===== config.mk =====
export PLATFORM = sky130hd
export DESIGN_NAME = led_seq_ctrl
export DESIGN_NICKNAME = d
export VERILOG_FILES = /design/src/rtl/led_seq_ctrl.sv
export SDC_FILE = /design/constraint.sdc
export NUM_CORES = 1
export LEC_CHECK = 0
export CAP_MARGIN = 20
export CORE_ASPECT_RATIO = 1.2
export CORE_MARGIN = 10
export CORE_UTILIZATION = 52
export CTS_CLUSTER_DIAMETER = 60
export DETAILED_ROUTE_END_ITERATION = 8
export GPL_TIMING_DRIVEN = 0
export PLACE_DENSITY_LB_ADDON = 0.08
export SETUP_SLACK_MARGIN = 0.3
export SLEW_MARGIN = 20
export SYNTH_ARGS = -nofsm -noshare
export SYNTH_HDL_FRONTEND = slang
export SYNTH_SLANG_ARGS = --single-unit

===== constraint.sdc =====
create_clock -name CLK_50MHz -period 1.7 [get_ports CLK_50MHz]
set_input_delay 0.425 -clock CLK_50MHz [delete_from_list [all_inputs] [get_ports CLK_50MHz]]
set_output_delay 0.425 -clock CLK_50MHz [all_outputs]
set_load 0.1 [all_outputs]

===== src/rtl/led_seq_ctrl.sv =====
// led_seq_ctrl: sequences an 8-bit LED pattern from the 50 MHz board clock.
//
// A free-running prescaler (modulus DIV) produces a 50% duty square wave
// (CLK_200KHz) and a one-cycle step pulse (Tick). A three-state FSM
// (IDLE/RUN/PAUSE) driven by Start/Stop advances the LED pattern once per
// Tick while running, using one of four modes latched at load time.
//
// Ports:
//   CLK_50MHz   in   1  system clock, rising edge
//   Res         in   1  asynchronous active-high reset
//   Start       in   1  IDLE->RUN (load) / PAUSE->RUN (resume)
//   Stop        in   1  RUN->PAUSE / PAUSE->IDLE (clears LED); wins over Start
//   Mode        in   2  00 up, 01 down, 10 rotate left, 11 ping-pong
//   LED         out  8  pattern register
//   CLK_200KHz  out  1  prescaler square wave, low first half of the period
//   Tick        out  1  one-cycle pulse while cnt == DIV-1
//   Busy        out  1  high in RUN or PAUSE
//
// DIV must be even and at least 4.
module led_seq_ctrl #(
  parameter int DIV = 250
) (
  input  logic       CLK_50MHz,
  input  logic       Res,
  input  logic       Start,
  input  logic       Stop,
  input  logic [1:0] Mode,
  output logic [7:0] LED,
  output logic       CLK_200KHz,
  output logic       Tick,
  output logic       Busy
);

  localparam int CW = (DIV > 2) ? $clog2(DIV) : 2;
  localparam logic [CW-1:0] CNT_ZERO = {CW{1'b0}};
  localparam logic [CW-1:0] CNT_ONE  = CW'(1);
  localparam logic [CW-1:0] CNT_LAST = CW'(DIV - 1);
  localparam logic [CW-1:0] CNT_HALF = CW'(DIV / 2);

  localparam logic DIR_LEFT  = 1'b0;
  localparam logic DIR_RIGHT = 1'b1;

  typedef enum logic [1:0] {
    ST_IDLE  = 2'b00,
    ST_RUN   = 2'b01,
    ST_PAUSE = 2'b10
  } state_t;

  logic [CW-1:0] cnt_q, cnt_d;
  logic          tick_q, tick_d;
  logic          sq_q, sq_d;
  state_t        state_q, state_d;
  logic [7:0]    led_q, led_d;
  logic [1:0]    mode_q, mode_d;
  logic          dir_q, dir_d;
  logic          busy_q, busy_d;
  logic [8:0]    step_s;

  // One step of the pattern; returns {next_dir, next_led}.
  function automatic logic [8:0] pattern_step(input logic [1:0] mode,
                                              input logic [7:0] led,
                                              input logic       dir);
    logic [8:0] r;
    r = {dir, led};
    case (mode)
      2'b00:   r = {dir, led + 8'h01};
      2'b01:   r = {dir, led - 8'h01};
      2'b10:   r = {dir, led[6:0], led[7]};
      2'b11: begin
        // Bounce at the ends without repeating the end value.
        if (dir == DIR_LEFT) begin
          if (led == 8'h80) begin
            r = {DIR_RIGHT, 8'h40};
          end else begin
            r = {DIR_LEFT, led[6:0], 1'b0};
          end
        end else begin
          if (led == 8'h01) begin
            r = {DIR_LEFT, 8'h02};
          end else begin
            r = {DIR_RIGHT, 1'b0, led[7:1]};
          end
        end
      end
      default: r = {dir, led};
    endcase
    return r;
  endfunction

  // Load value for a fresh start in the given mode.
  function automatic logic [7:0] pattern_load(input logic [1:0] mode);
    logic [7:0] v;
    case (mode)
      2'b00:   v = 8'h00;
      2'b01:   v = 8'hFF;
      2'b10:   v = 8'h01;
      2'b11:   v = 8'h01;
      default: v = 8'h00;
    endcase
    return v;
  endfunction

  // Prescaler next state; Tick and the square wave are registered from the
  // next count so they line up exactly with the cnt register.
  always_comb begin
    cnt_d  = CNT_ZERO;
    if (cnt_q == CNT_LAST) begin
      cnt_d = CNT_ZERO;
    end else begin
      cnt_d = cnt_q + CNT_ONE;
    end
    tick_d = (cnt_d == CNT_LAST);
    sq_d   = (cnt_d >= CNT_HALF);
  end

  assign step_s = pattern_step(mode_q, led_q, dir_q);

  // FSM next state and pattern datapath.
  always_comb begin
    state_d = state_q;
    led_d   = led_q;
    mode_d  = mode_q;
    dir_d   = dir_q;
    case (state_q)
      ST_IDLE: begin
        if (Stop) begin
          state_d = ST_IDLE;
        end else if (Start) begin
          state_d = ST_RUN;
          mode_d  = Mode;
          dir_d   = DIR_LEFT;
          led_d   = pattern_load(Mode);
        end else begin
          state_d = ST_IDLE;
        end
      end
      ST_RUN: begin
        if (Stop) begin
          state_d = ST_PAUSE;
        end else if (tick_q) begin
          {dir_d, led_d} = step_s;
        end else begin
          state_d = ST_RUN;
        end
      end
      ST_PAUSE: begin
        if (Stop) begin
          state_d = ST_IDLE;
          led_d   = 8'h00;
        end else if (Start) begin
          state_d = ST_RUN;
        end else begin
          state_d = ST_PAUSE;
        end
      end
      default: begin
        state_d = ST_IDLE;
        led_d   = 8'h00;
        mode_d  = 2'b00;
        dir_d   = DIR_LEFT;
      end
    endcase
    busy_d = (state_d != ST_IDLE);
  end

  // State registers with asynchronous reset.
  always_ff @(posedge CLK_50MHz or posedge Res) begin
    if (Res) begin
      cnt_q   <= CNT_ZERO;
      tick_q  <= 1'b0;
      sq_q    <= 1'b0;
      state_q <= ST_IDLE;
      led_q   <= 8'h00;
      mode_q  <= 2'b00;
      dir_q   <= DIR_LEFT;
      busy_q  <= 1'b0;
    end else begin
      cnt_q   <= cnt_d;
      tick_q  <= tick_d;
      sq_q    <= sq_d;
      state_q <= state_d;
      led_q   <= led_d;
      mode_q  <= mode_d;
      dir_q   <= dir_d;
      busy_q  <= busy_d;
    end
  end

  assign LED        = led_q;
  assign CLK_200KHz = sq_q;
  assign Tick       = tick_q;
  assign Busy       = busy_q;

endmodule


After elaboration in Yosys (flattened, before gate mapping)
Index checks and enable logic that the tools add are counted.
{ "word_totals": {"regBits": 24, "input_bits": 6, "out_inout_bits": 11, "word_cells": 70} }
{ "classes": {"n_addsub": 3, "magnitude_cmp": 1, "n_eq_ne": 20, "muxes": 27, "bitwise": 2, "n_reduce_logical": 9} }
{ "ops": {"columns": ["cell", "count"], "rows": [
  ["$mux 8", 6],
  ["$pmux 8 s3", 2],
  ["$pmux 9 s4", 1],
  ["$mux 9", 3],
  ["$eq 8x8->1 const B", 3],
  ["$add 8x1->8 const B", 2],
  ["$ne 2x2->1 const B", 8],
  ["$mux 2", 6],
  ["$eq 2x2->1 const B", 5],
  ["$eq 8x1->1 const B", 1],
  ["$ge 8x7->1 const B", 1],
  ["$reduce_and 8->1", 1],
  ["$sub 8x1->8 const B", 1],
  ["$eq 2x1->1 const B", 3],
  ["$logic_not 2->1", 3],
  ["$mux 1", 6],
  ["$pmux 2 s3", 1],
  ["$reduce_and 5->1", 1],
  ["$pmux 2 s2", 1],
  ["$reduce_or 2->1", 2],
  ["$pmux 1 s3", 1],
  ["$reduce_and 3->1", 1],
  ["$not 1->1", 2],
  ["$reduce_bool 2->1", 1]
]} }

Longest topological paths before layout
Gate-level depths: netlist of the first run.
{ "logic_depth": {"depth_word": 7, "mapped_depth": 8, "depth_no_buf": 7} }

Least setup slack after synthesis of the first run
OpenSTA, ideal clock, no wires.
{ "synth_path": {"path_kind": "register to register", "from": "register led_q[0], in the netlist LED[0]", "to": "register led_q[1], in the netlist LED[1]", "setup_time_ns": 0.087, "arrival_time_ns": 2.299, "required_time_ns": 1.613, "slack_ns": -0.685, "stages_incl_launch_ff": 8, "n_path_buf": 1, "synth_period_minus_slack_ns": 2.385, "path_cell_list": "dfrtp_1 -> clkbuf_1 -> inv_2 -> ha_1 -> nor3b_2 -> a21oi_1 -> or3b_1 -> o211ai_1"} }
{ "synth_between": {"elab_chain_len": 7, "word_cells_on_any_way": 11, "cone_classes": "add/sub (2); eq/ne (2); mux (7)"} }
{ "synth_lines": {"columns": ["item", "line", "source"], "rows": [
  ["start: declaration", "53", "logic [7:0] led_q, led_d;"],
  ["start signal: assignment", "182", "led_q <= led_d;"],
  ["parallel branches: the longest is 3 deep, another holds $sub 8x1->8", null, null],
  ["$pmux 9 s4 *", "65", "case (mode)"],
  ["$mux 8 *", "140", "end else if (tick_q) begin"],
  ["$mux 8 *", "138", "if (Stop) begin"],
  ["$pmux 8 s3 *", "124", "case (state_q)"]
]} }
Mark *: on every way between the ends. The select of a mux whose other input is x is not followed.
A chain may end at the register's enable or synchronous reset.

Final worst setup path of the first run
{ "layout_path": {"from": "register led_q[0], in the netlist LED[0]", "to": "register led_q[5], in the netlist LED[5]"} }
Same word-level chain as after synthesis.

==> impl_results.html, run 1 <==
<table>
<tr><th>Metric</th><th>Value</th></tr>
<tr><th colspan="2">Floorplanning</th></tr>
<tr><td>Die height</td><td>84.7 um</td></tr>
<tr><td>Initial core utilization</td><td>0.543</td></tr>
<tr><td>Area inside the core boundary</td><td>3340 um2</td></tr>
<tr><td># IOs</td><td>17</td></tr>
<tr><td>Site row count</td><td>23</td></tr>
<tr><td>Chip width</td><td>73.9 um</td></tr>
<tr><td>Area of the die</td><td>6260 um2</td></tr>
<tr><th colspan="2">Clock tree</th></tr>
<tr><td>Maximum number of buffers from clock root to sink</td><td>2</td></tr>
<tr><td>Total clock sinks</td><td>24</td></tr>
<tr><td>Cts bufs inserted</td><td>3</td></tr>
<tr><td>Master cell of the clock root buffer</td><td>clkbuf_8</td></tr>
<tr><td>Count of H-tree levels built during CTS</td><td>1</td></tr>
<tr><td>Clock-pin slew reported for the worst setup and hold paths after clock tree synthesis</td><td>0.09 ns</td></tr>
<tr><td>CTS tree</td><td>done</td></tr>
<tr><td>Worst skew pair latency</td><td>0.26 ns</td></tr>
<tr><th colspan="2">Synth</th></tr>
<tr><td>Number of warnings issued by yosys</td><td>0</td></tr>
<tr><td>Post-synthesis instance area</td><td>1810 um2</td></tr>
<tr><td>Synth area leaders</td><td>dfrtp_1 (33%), ha_1 (6.9%), a21oi_1 (3.9%)</td></tr>
<tr><td>Number of library cell types mapped by synthesis</td><td>52</td></tr>
<tr><td>Number of flip-flops and latches in the synthesized netlist</td><td>24</td></tr>
<tr><td>Post-synthesis cell type with the largest combined area</td><td>dfrtp_1</td></tr>
<tr><td>Sequential cell area fraction in the yosys report</td><td>0.331</td></tr>
<tr><td>Share of the synthesized area in the top cell type</td><td>0.331</td></tr>
<tr><td>Synthesized area divided by synthesized cell count</td><td>8.63 um2</td></tr>
<tr><td>Predominant post-synthesis flop cell</td><td>dfrtp_1</td></tr>
<tr><td>Number of enable-type register cells in the synthesized netlist</td><td>0</td></tr>
<tr><td>Fraction of registers with async set/reset</td><td>1.00</td></tr>
<tr><td>Number of nets produced by synthesis</td><td>226</td></tr>
<tr><td>Synth Instances</td><td>210</td></tr>
<tr><th colspan="2">Critical path</th></tr>
<tr><td>Crit path arrival time</td><td>2.14 ns</td></tr>
<tr><td>Flop-to-flop setup slack</td><td>-0.24 ns</td></tr>
<tr><td>CP max FO</td><td>5</td></tr>
<tr><td>Worst endpoint required time</td><td>1.90 ns</td></tr>
<tr><td>Capturing point of the worst reg2reg path</td><td>LED[5]</td></tr>
<tr><td>Critical Path Sink Type</td><td>flip-flop</td></tr>
<tr><td>CP Class</td><td>reg2reg</td></tr>
<tr><td>Worst r2r src</td><td>LED[0]</td></tr>
<tr><td>Critical Path Start Type</td><td>flip-flop</td></tr>
<tr><td>Timing startpoint of the critical path</td><td>LED[0]</td></tr>
<tr><td>Depth of the worst register-to-register path</td><td>5</td></tr>
<tr><td>Worst setup path end</td><td>LED[5]</td></tr>
<tr><th colspan="2">Placed design</th></tr>
<tr><td>Placed instance count</td><td>263</td></tr>
<tr><td>Final GP Congestion</td><td>0.915</td></tr>
<tr><td>DPL Wire Length</td><td>3420 um</td></tr>
<tr><td>Port bufs</td><td>16</td></tr>
<tr><td>Instance area at placement</td><td>2040 um2</td></tr>
<tr><th colspan="2">STA</th></tr>
<tr><td>Final setup slack of the worst path</td><td>-0.238 ns</td></tr>
<tr><td>Final Max Slew Viols</td><td>0</td></tr>
<tr><td>Worst-case clock skew</td><td>0.00805 ns</td></tr>
<tr><td>RSZ-0062 raised after global routing</td><td>yes</td></tr>
<tr><td>Period minus WS final</td><td>1.94 ns</td></tr>
<tr><td>Hold_ws</td><td>0.520 ns</td></tr>
<tr><td>Top achievable clock speed</td><td>516 MHz</td></tr>
<tr><td>Period Utilization, post-route</td><td>1.14</td></tr>
<tr><td>Headroom to the max-slew limit</td><td>0.596</td></tr>
<tr><td>Hold Fails Final Rpt</td><td>0</td></tr>
<tr><td>Total negative setup slack</td><td>-1.14 ns</td></tr>
<tr><td>Transition time at the pin with the least slew margin</td><td>0.606 ns</td></tr>
<tr><td>Count of endpoints failing setup in the final report</td><td>10</td></tr>
<tr><th colspan="2">Cells and area</th></tr>
<tr><td>Number of diodes</td><td>0</td></tr>
<tr><td>Multi-input gate area in the final layout</td><td>1330 um2</td></tr>
<tr><td>Post-Layout Inst Area</td><td>2510 um2</td></tr>
<tr><td>Area growth from synthesis to layout</td><td>38.3%</td></tr>
<tr><td>Sequential standard cell area</td><td>613 um2</td></tr>
<tr><td>Share of layout cells above drive strength 1</td><td>0.348</td></tr>
<tr><td>Fill count</td><td>238</td></tr>
<tr><td>Post-layout nets</td><td>264</td></tr>
<tr><td>Finished Layout Cells</td><td>284</td></tr>
<tr><td>Final design utilization</td><td>0.751</td></tr>
<tr><th colspan="2">Detailed routing</th></tr>
<tr><td>First DRT Iteration DRCs</td><td>156</td></tr>
<tr><td>Drt first pass iters</td><td>4</td></tr>
<tr><td>Post-DRT Antenna Nets</td><td>0</td></tr>
<tr><td>Total detailed-routing wirelength</td><td>5210 um</td></tr>
<tr><td>Count of unresolved DRC violations after routing</td><td>0</td></tr>
<tr><td>Post-DR vias/cell</td><td>6.27</td></tr>
<tr><td>Final routed wire length divided by cell count</td><td>18.3 um</td></tr>
<tr><td>Total via count after detailed routing</td><td>1781</td></tr>
<tr><th colspan="2">Power and ir drop</th></tr>
<tr><td>Power share of the clock group</td><td>0.121</td></tr>
<tr><td>Proportion of power drawn by combinational gates</td><td>0.645</td></tr>
<tr><td>Switching power as a share of total power</td><td>0.474</td></tr>
<tr><td>Pwr Density</td><td>1270 nW/um2</td></tr>
<tr><td>Peak supply drop</td><td>1.27 mV</td></tr>
<tr><td>Internal power summed over all cells</td><td>1.67 mW</td></tr>
<tr><td>Seq pwr share</td><td>0.233</td></tr>
<tr><td>Leakage power summed over all cells</td><td>1.08 nW</td></tr>
<tr><td>Switch Pwr</td><td>1.51 mW</td></tr>
<tr><th colspan="2">Global route</th></tr>
<tr><td>Met2 Track Usage GR</td><td>0.284</td></tr>
<tr><td>Layer carrying the most global-route usage</td><td>met2</td></tr>
<tr><td>Met3 layer usage reported by global route</td><td>0.0318</td></tr>
<tr><td>GR Util met1</td><td>0.186</td></tr>
<tr><td>Via count of the first global-routing pass</td><td>1772</td></tr>
<tr><td>Global-route wire length before repair</td><td>8490 um</td></tr>
<tr><td>GR Util All Layers</td><td>0.162</td></tr>
<tr><td>Antenna violations before repair</td><td>0</td></tr>
<tr><td>Pin count of the biggest net entering global routing</td><td>25</td></tr>
<tr><td>Remaining Overflow, GRT</td><td>0</td></tr>
<tr><th colspan="2">Run status</th></tr>
<tr><td>Failing checks</td><td>setup timing</td></tr>
<tr><td>Status</td><td>finished, violations left</td></tr>
<tr><th colspan="2">Flow run</th></tr>
<tr><td>Max-capacitance violation count</td><td>0</td></tr>
<tr><th colspan="2">Min path</th></tr>
<tr><td>Path class of the lowest-slack min-delay path</td><td>in2reg</td></tr>
</table>
==> power by group through the flow <==
stage	registers, mW	clock network [mW]	logic, mW
3_3_place_gp	0.737	0	1.47
4_1_cts	0.739	0.402	1.73
5_1_grt	0.757	0.424	2.17
6_report	0.743	0.386	2.05
3_5_place_dp	0.746	0	1.49
2_1_floorplan	1.14	0	0.747
==> timing repair <==
item,4_1_cts,5_1_grt
setup endpoints to repair,28,21
pin swaps,10,21
gates resized for setup,104,32
hold buffers,0,0
buffers inserted,10,7
==> how the worst min path moves through the flow <==
stage | slack, ns | cells after the start | from | end
5_1_grt | 0.56 | 3 | Start | state_q[0]
3_5_place_dp | 0.54 | 1 | cnt_q[6] | cnt_q[6]
2_1_floorplan | 0.44 | 1 | Res | Busy
6_report | 0.52 | 3 | Start | state_q[0]
3_3_place_gp | 0.53 | 1 | cnt_q[6] | cnt_q[6]
4_1_cts | 0.56 | 2 | Res | Busy
==> critical path: stages, from the launching register on <==
cell and delay, ns:
dfrtp_4 0.52, or3_4 0.36, or4_4 0.42, and3_4 0.19
o31ai_2 0.21, a221o_1 0.17
==> layout by cell type, fill, tap and decap left out, types with 6 or more instances in the layout <==
master | synthesis | routed
a21oi_1 | 14 | 12
buf_4 | 0 | 20
dfrtp_1 | 24 | 18
ha_1 | 10 | 6
nand2_1 | 10 | 10
nand2b_1 | 9 | 6
nand3_1 | 9 | 8
nor2_1 | 15 | 12
o21ai_1 | 8 | 8
xnor2_1 | 7 | 7
==> cell type report <==
| cell class | instances | area share |
|---|---|---|
| multi-input combinational | 164 | 0.529 |
| buffer | 11 | 0.0329 |
| inverter | 11 | 0.0269 |
| tap | 37 | 0.0185 |
| clock buffer | 4 | 0.0220 |
| timing repair buffer | 33 | 0.126 |
| sequential | 24 | 0.245 |
==> through the flow <==
| stage | worst slack [ns] | total power, mW |
|---|---|---|
| 3_5_place_dp | -0.795 | 2.24 |
| 3_3_place_gp | -0.763 | 2.20 |
| 2_1_floorplan | -0.351 | 1.89 |
| 5_1_grt | -0.268 | 3.35 |
| 4_1_cts | -0.243 | 2.87 |
| 6_report | -0.238 | 3.18 |
==> flip-flops by register name, summed over array words and instances, names as in the netlist <==
name        count
CLK_200KHz      1
cnt_q           8
LED             8
state_q         2
mode_q          2
dir_q           1
Tick            1
Busy            1
==> cells in the mapped netlist, drive strengths merged (3+ instances only) <==
cell type  number
dfrtp          24
nor2           15
a21oi          14
o21ai          14
inv            11
ha             10
nand2          10
nand2b          9
nand3           9
clkbuf          7
xnor2           7
a211oi          5
a21o            5
nor2b           5
nor3            5
xor2            5
a31oi           4
and3            4
buf             4
o211ai          4
a221o           3
nand4           3
o31ai           3
==> per-layer routing <==
metal | part of all wire | wire [um]
met1 | 0.38 | 2000
met2 | 0.53 | 2740
met5 | 0 | 0
met3 | 0.050 | 258
met4 | 0.040 | 210
==> logic make-up after synthesis <==
logic type	share of synthesized area
XOR/XNOR	0.0580
AND/OR/NAND/NOR	0.253
AO/OA/AOI/OAI	0.229
adder cells (fa/ha/maj)	0.0690
multiplexers	0.0110
flip-flops	0.331
buffers and inverters	0.0490
Power figures use the tool's default switching activity.
==> inputs of run 2 (changes only) <==
SKIP_LAST_GASP = 1   (was default)
==> run 2 against run 1 <==
Effect of this change:
- the run still ends with setup timing left
- cell area fell by 2.5%
- count of clock-buffer cells in the layout is the same
- critical path depth grew 3
- non-clock buffer count shrank 2
- clock power is essentially flat
- clock skew is 0.00071 ns higher
- worst hold slack improved by 0.021 ns
- cell count down 0.70%
- sequential cell count unchanged
- first-iteration DRC count is 9.0% higher
- largest power group unchanged
==> impl_results.html, run 2 (same netlist as run 1, synthesis figures left out) <==
<table>
<tr><th>Metric</th><th>Value</th></tr>
<tr><th colspan="2">Cells and area</th></tr>
<tr><td>Post-layout nets</td><td>262</td></tr>
<tr><td>Most frequent cells in the layout</td><td>dfrtp_1 (18), buf_4 (18), nor2_1 (12), a21oi_1 (12), nand2_1 (10)</td></tr>
<tr><td>Number of diodes</td><td>0</td></tr>
<tr><td>Finished Layout Cells</td><td>282</td></tr>
<tr><td>Area growth from synthesis to layout</td><td>34.8%</td></tr>
<tr><td>Share of layout cells above drive strength 1</td><td>0.327</td></tr>
<tr><th colspan="2">Clock tree</th></tr>
<tr><td>Clock-pin slew reported for the worst setup and hold paths after clock tree synthesis</td><td>0.09 ns</td></tr>
<tr><td>Maximum number of buffers from clock root to sink</td><td>2</td></tr>
<tr><td>Worst skew pair latency</td><td>0.26 ns</td></tr>
<tr><td>CTS tree</td><td>done</td></tr>
<tr><td>Count of H-tree levels built during CTS</td><td>1</td></tr>
<tr><td>Master cell of the clock root buffer</td><td>clkbuf_8</td></tr>
<tr><td>Total clock sinks</td><td>24</td></tr>
<tr><td>Cts bufs inserted</td><td>3</td></tr>
<tr><th colspan="2">Detailed routing</th></tr>
<tr><td>Highest metal layer with signal wires</td><td>met4</td></tr>
<tr><td>Post-DR vias/cell</td><td>6.27</td></tr>
<tr><td>Count of unresolved DRC violations after routing</td><td>0</td></tr>
<tr><td>Total via count after detailed routing</td><td>1768</td></tr>
<tr><td>Wire length the detailed router placed on met1</td><td>2020 um</td></tr>
<tr><td>First DRT Iteration DRCs</td><td>170</td></tr>
<tr><td>Post-DRT Antenna Nets</td><td>0</td></tr>
<tr><td>Total detailed-routing wirelength</td><td>5090 um</td></tr>
<tr><td>Final routed wire length divided by cell count</td><td>18.0 um</td></tr>
<tr><td>Drt first pass iters</td><td>4</td></tr>
<tr><td>Metal3 WL</td><td>225 um</td></tr>
<tr><td>Wire length on met2</td><td>2640 um</td></tr>
<tr><th colspan="2">STA</th></tr>
<tr><td>Final setup slack of the worst path</td><td>-0.253 ns</td></tr>
<tr><td>Hold Fails Final Rpt</td><td>0</td></tr>
<tr><td>Transition time at the pin with the least slew margin</td><td>0.584 ns</td></tr>
<tr><td>Total negative setup slack</td><td>-1.27 ns</td></tr>
<tr><td>Period minus WS final</td><td>1.95 ns</td></tr>
<tr><td>Period Utilization, post-route</td><td>1.15</td></tr>
<tr><td>Headroom to the max-slew limit</td><td>0.611</td></tr>
<tr><td>Worst-case clock skew</td><td>0.00877 ns</td></tr>
<tr><td>Top achievable clock speed</td><td>512 MHz</td></tr>
<tr><td>Count of endpoints failing setup in the final report</td><td>10</td></tr>
<tr><td>RSZ-0062 raised after global routing</td><td>yes</td></tr>
<tr><td>Final Max Slew Viols</td><td>0</td></tr>
<tr><th colspan="2">Critical path</th></tr>
<tr><td>Critical Path Sink Type</td><td>flip-flop</td></tr>
<tr><td>Crit path arrival time</td><td>2.13 ns</td></tr>
<tr><td>Cell repeated most along the worst path</td><td>buf_6</td></tr>
<tr><td>Critical path's top delay family</td><td>simple AND/OR/NAND/NOR gates</td></tr>
<tr><td>CP max FO</td><td>10</td></tr>
<tr><td>Slowest Stage Delay on Critical Path</td><td>0.42 ns</td></tr>
<tr><td>Worst endpoint required time</td><td>1.88 ns</td></tr>
<tr><td>Worst path cell trace</td><td>buf_6 -&gt; buf_6 -&gt; inv_6 -&gt; ha_1 -&gt; nor3b_4 -&gt; a21oi_2 -&gt; or3b_1 -&gt; o211ai_1</td></tr>
<tr><td>Critical Path Start Type</td><td>flip-flop</td></tr>
<tr><td>CP Class</td><td>reg2reg</td></tr>
<tr><td>Buffers &amp; Inverters on Critical Path</td><td>3</td></tr>
<tr><td>Crit path max-delay cell type</td><td>dfrtp_4</td></tr>
<tr><th colspan="2">Floorplanning</th></tr>
<tr><td>Area of the die</td><td>6260 um2</td></tr>
<tr><td># IOs</td><td>17</td></tr>
<tr><td>Area inside the core boundary</td><td>3340 um2</td></tr>
<tr><td>Initial core utilization</td><td>0.543</td></tr>
<tr><td>Chip width</td><td>73.9 um</td></tr>
<tr><td>Die height</td><td>84.7 um</td></tr>
<tr><td>Site row count</td><td>23</td></tr>
<tr><th colspan="2">Placed design</th></tr>
<tr><td>Port bufs</td><td>16</td></tr>
<tr><td>DPL Wire Length</td><td>3420 um</td></tr>
<tr><td>Placed instance count</td><td>263</td></tr>
<tr><td>Final GP Congestion</td><td>0.915</td></tr>
<tr><th colspan="2">Global route</th></tr>
<tr><td>Remaining Overflow, GRT</td><td>0</td></tr>
<tr><td>Via count of the first global-routing pass</td><td>1767</td></tr>
<tr><td>GR Util All Layers</td><td>0.161</td></tr>
<tr><td>Pin count of the biggest net entering global routing</td><td>25</td></tr>
<tr><td>Global-route wire length before repair</td><td>8410 um</td></tr>
<tr><td>Antenna violations before repair</td><td>0</td></tr>
<tr><th colspan="2">Power and ir drop</th></tr>
<tr><td>Leakage power summed over all cells</td><td>1.05 nW</td></tr>
<tr><td>Peak supply drop</td><td>1.15 mV</td></tr>
<tr><td>Pwr Density</td><td>1260 nW/um2</td></tr>
<tr><th colspan="2">Run status</th></tr>
<tr><td>Status</td><td>finished, violations left</td></tr>
<tr><td>Failing checks</td><td>setup timing</td></tr>
<tr><th colspan="2">Min path</th></tr>
<tr><td>Path class of the lowest-slack min-delay path</td><td>in2async</td></tr>
<tr><th colspan="2">Flow run</th></tr>
<tr><td>Max-capacitance violation count</td><td>0</td></tr>
</table>
-- run 2: final cells by class --
cell class / count / area [um2]
buffer: 11 / 73.8
timing repair buffer: 31 / 298
clock buffer: 4 / 55.1
fill: 244 / 895
multi-input combinational: 164 / 1300
inverter: 11 / 55.1
sequential: 24 / 613
tap: 37 / 46.3
-- run 2: where the power goes --
group	internal (mW)	switching, mW	leakage (nW)	total [mW]
registers	0.656	0.0862	0.301	0.742
logic	0.757	1.20	0.719	1.95
clock network	0.206	0.181	0.0288	0.387
-- run 2: repair_timing --
| item | CTS | global route |
|---|---|---|
| buffers inserted | 10 | 5 |
| hold buffers | 0 | 0 |
| gates resized for setup | 97 | 26 |
| pin swaps | 10 | 15 |
| setup endpoints to repair | 28 | 21 |
-- run 2: metal layers --
metal,vias up,GRT usage
met5,-,0
met4,0,0.0594
met3,18,0.0306
met2,51,0.283
met1,863,0.184
li1,836,-
-- run 2: per-stage QoR --
stage	hold WS, ns	worst slack [ns]	instance area, um2	power [mW]	utilization
after global placement	0.527	-0.763	2040	2.20	0.612
after detailed placement	0.536	-0.795	2040	2.24	0.612
after CTS	0.559	-0.243	2320	2.84	0.695
after global routing	0.586	-0.300	2440	3.25	0.732
after floorplan	0.439	-0.351	1840	1.89	-
final	0.541	-0.253	2440	3.08	0.732
-- run 2: worst paths after layout --
kind                            startpoint        to  slack [ns]  cells after the start
max in group asynchronous              Res    LED[0]        0.81                      2
min in group CLK_50MHz            cnt_q[7]  cnt_q[7]        0.56                      2
worst min-delay path                   Res      Busy        0.54                      2
worst max register to register      LED[1]    LED[1]       -0.25                      8
worst min register to register    cnt_q[7]  cnt_q[7]        0.56                      2
worst max-delay path                LED[1]    LED[1]       -0.25                      8
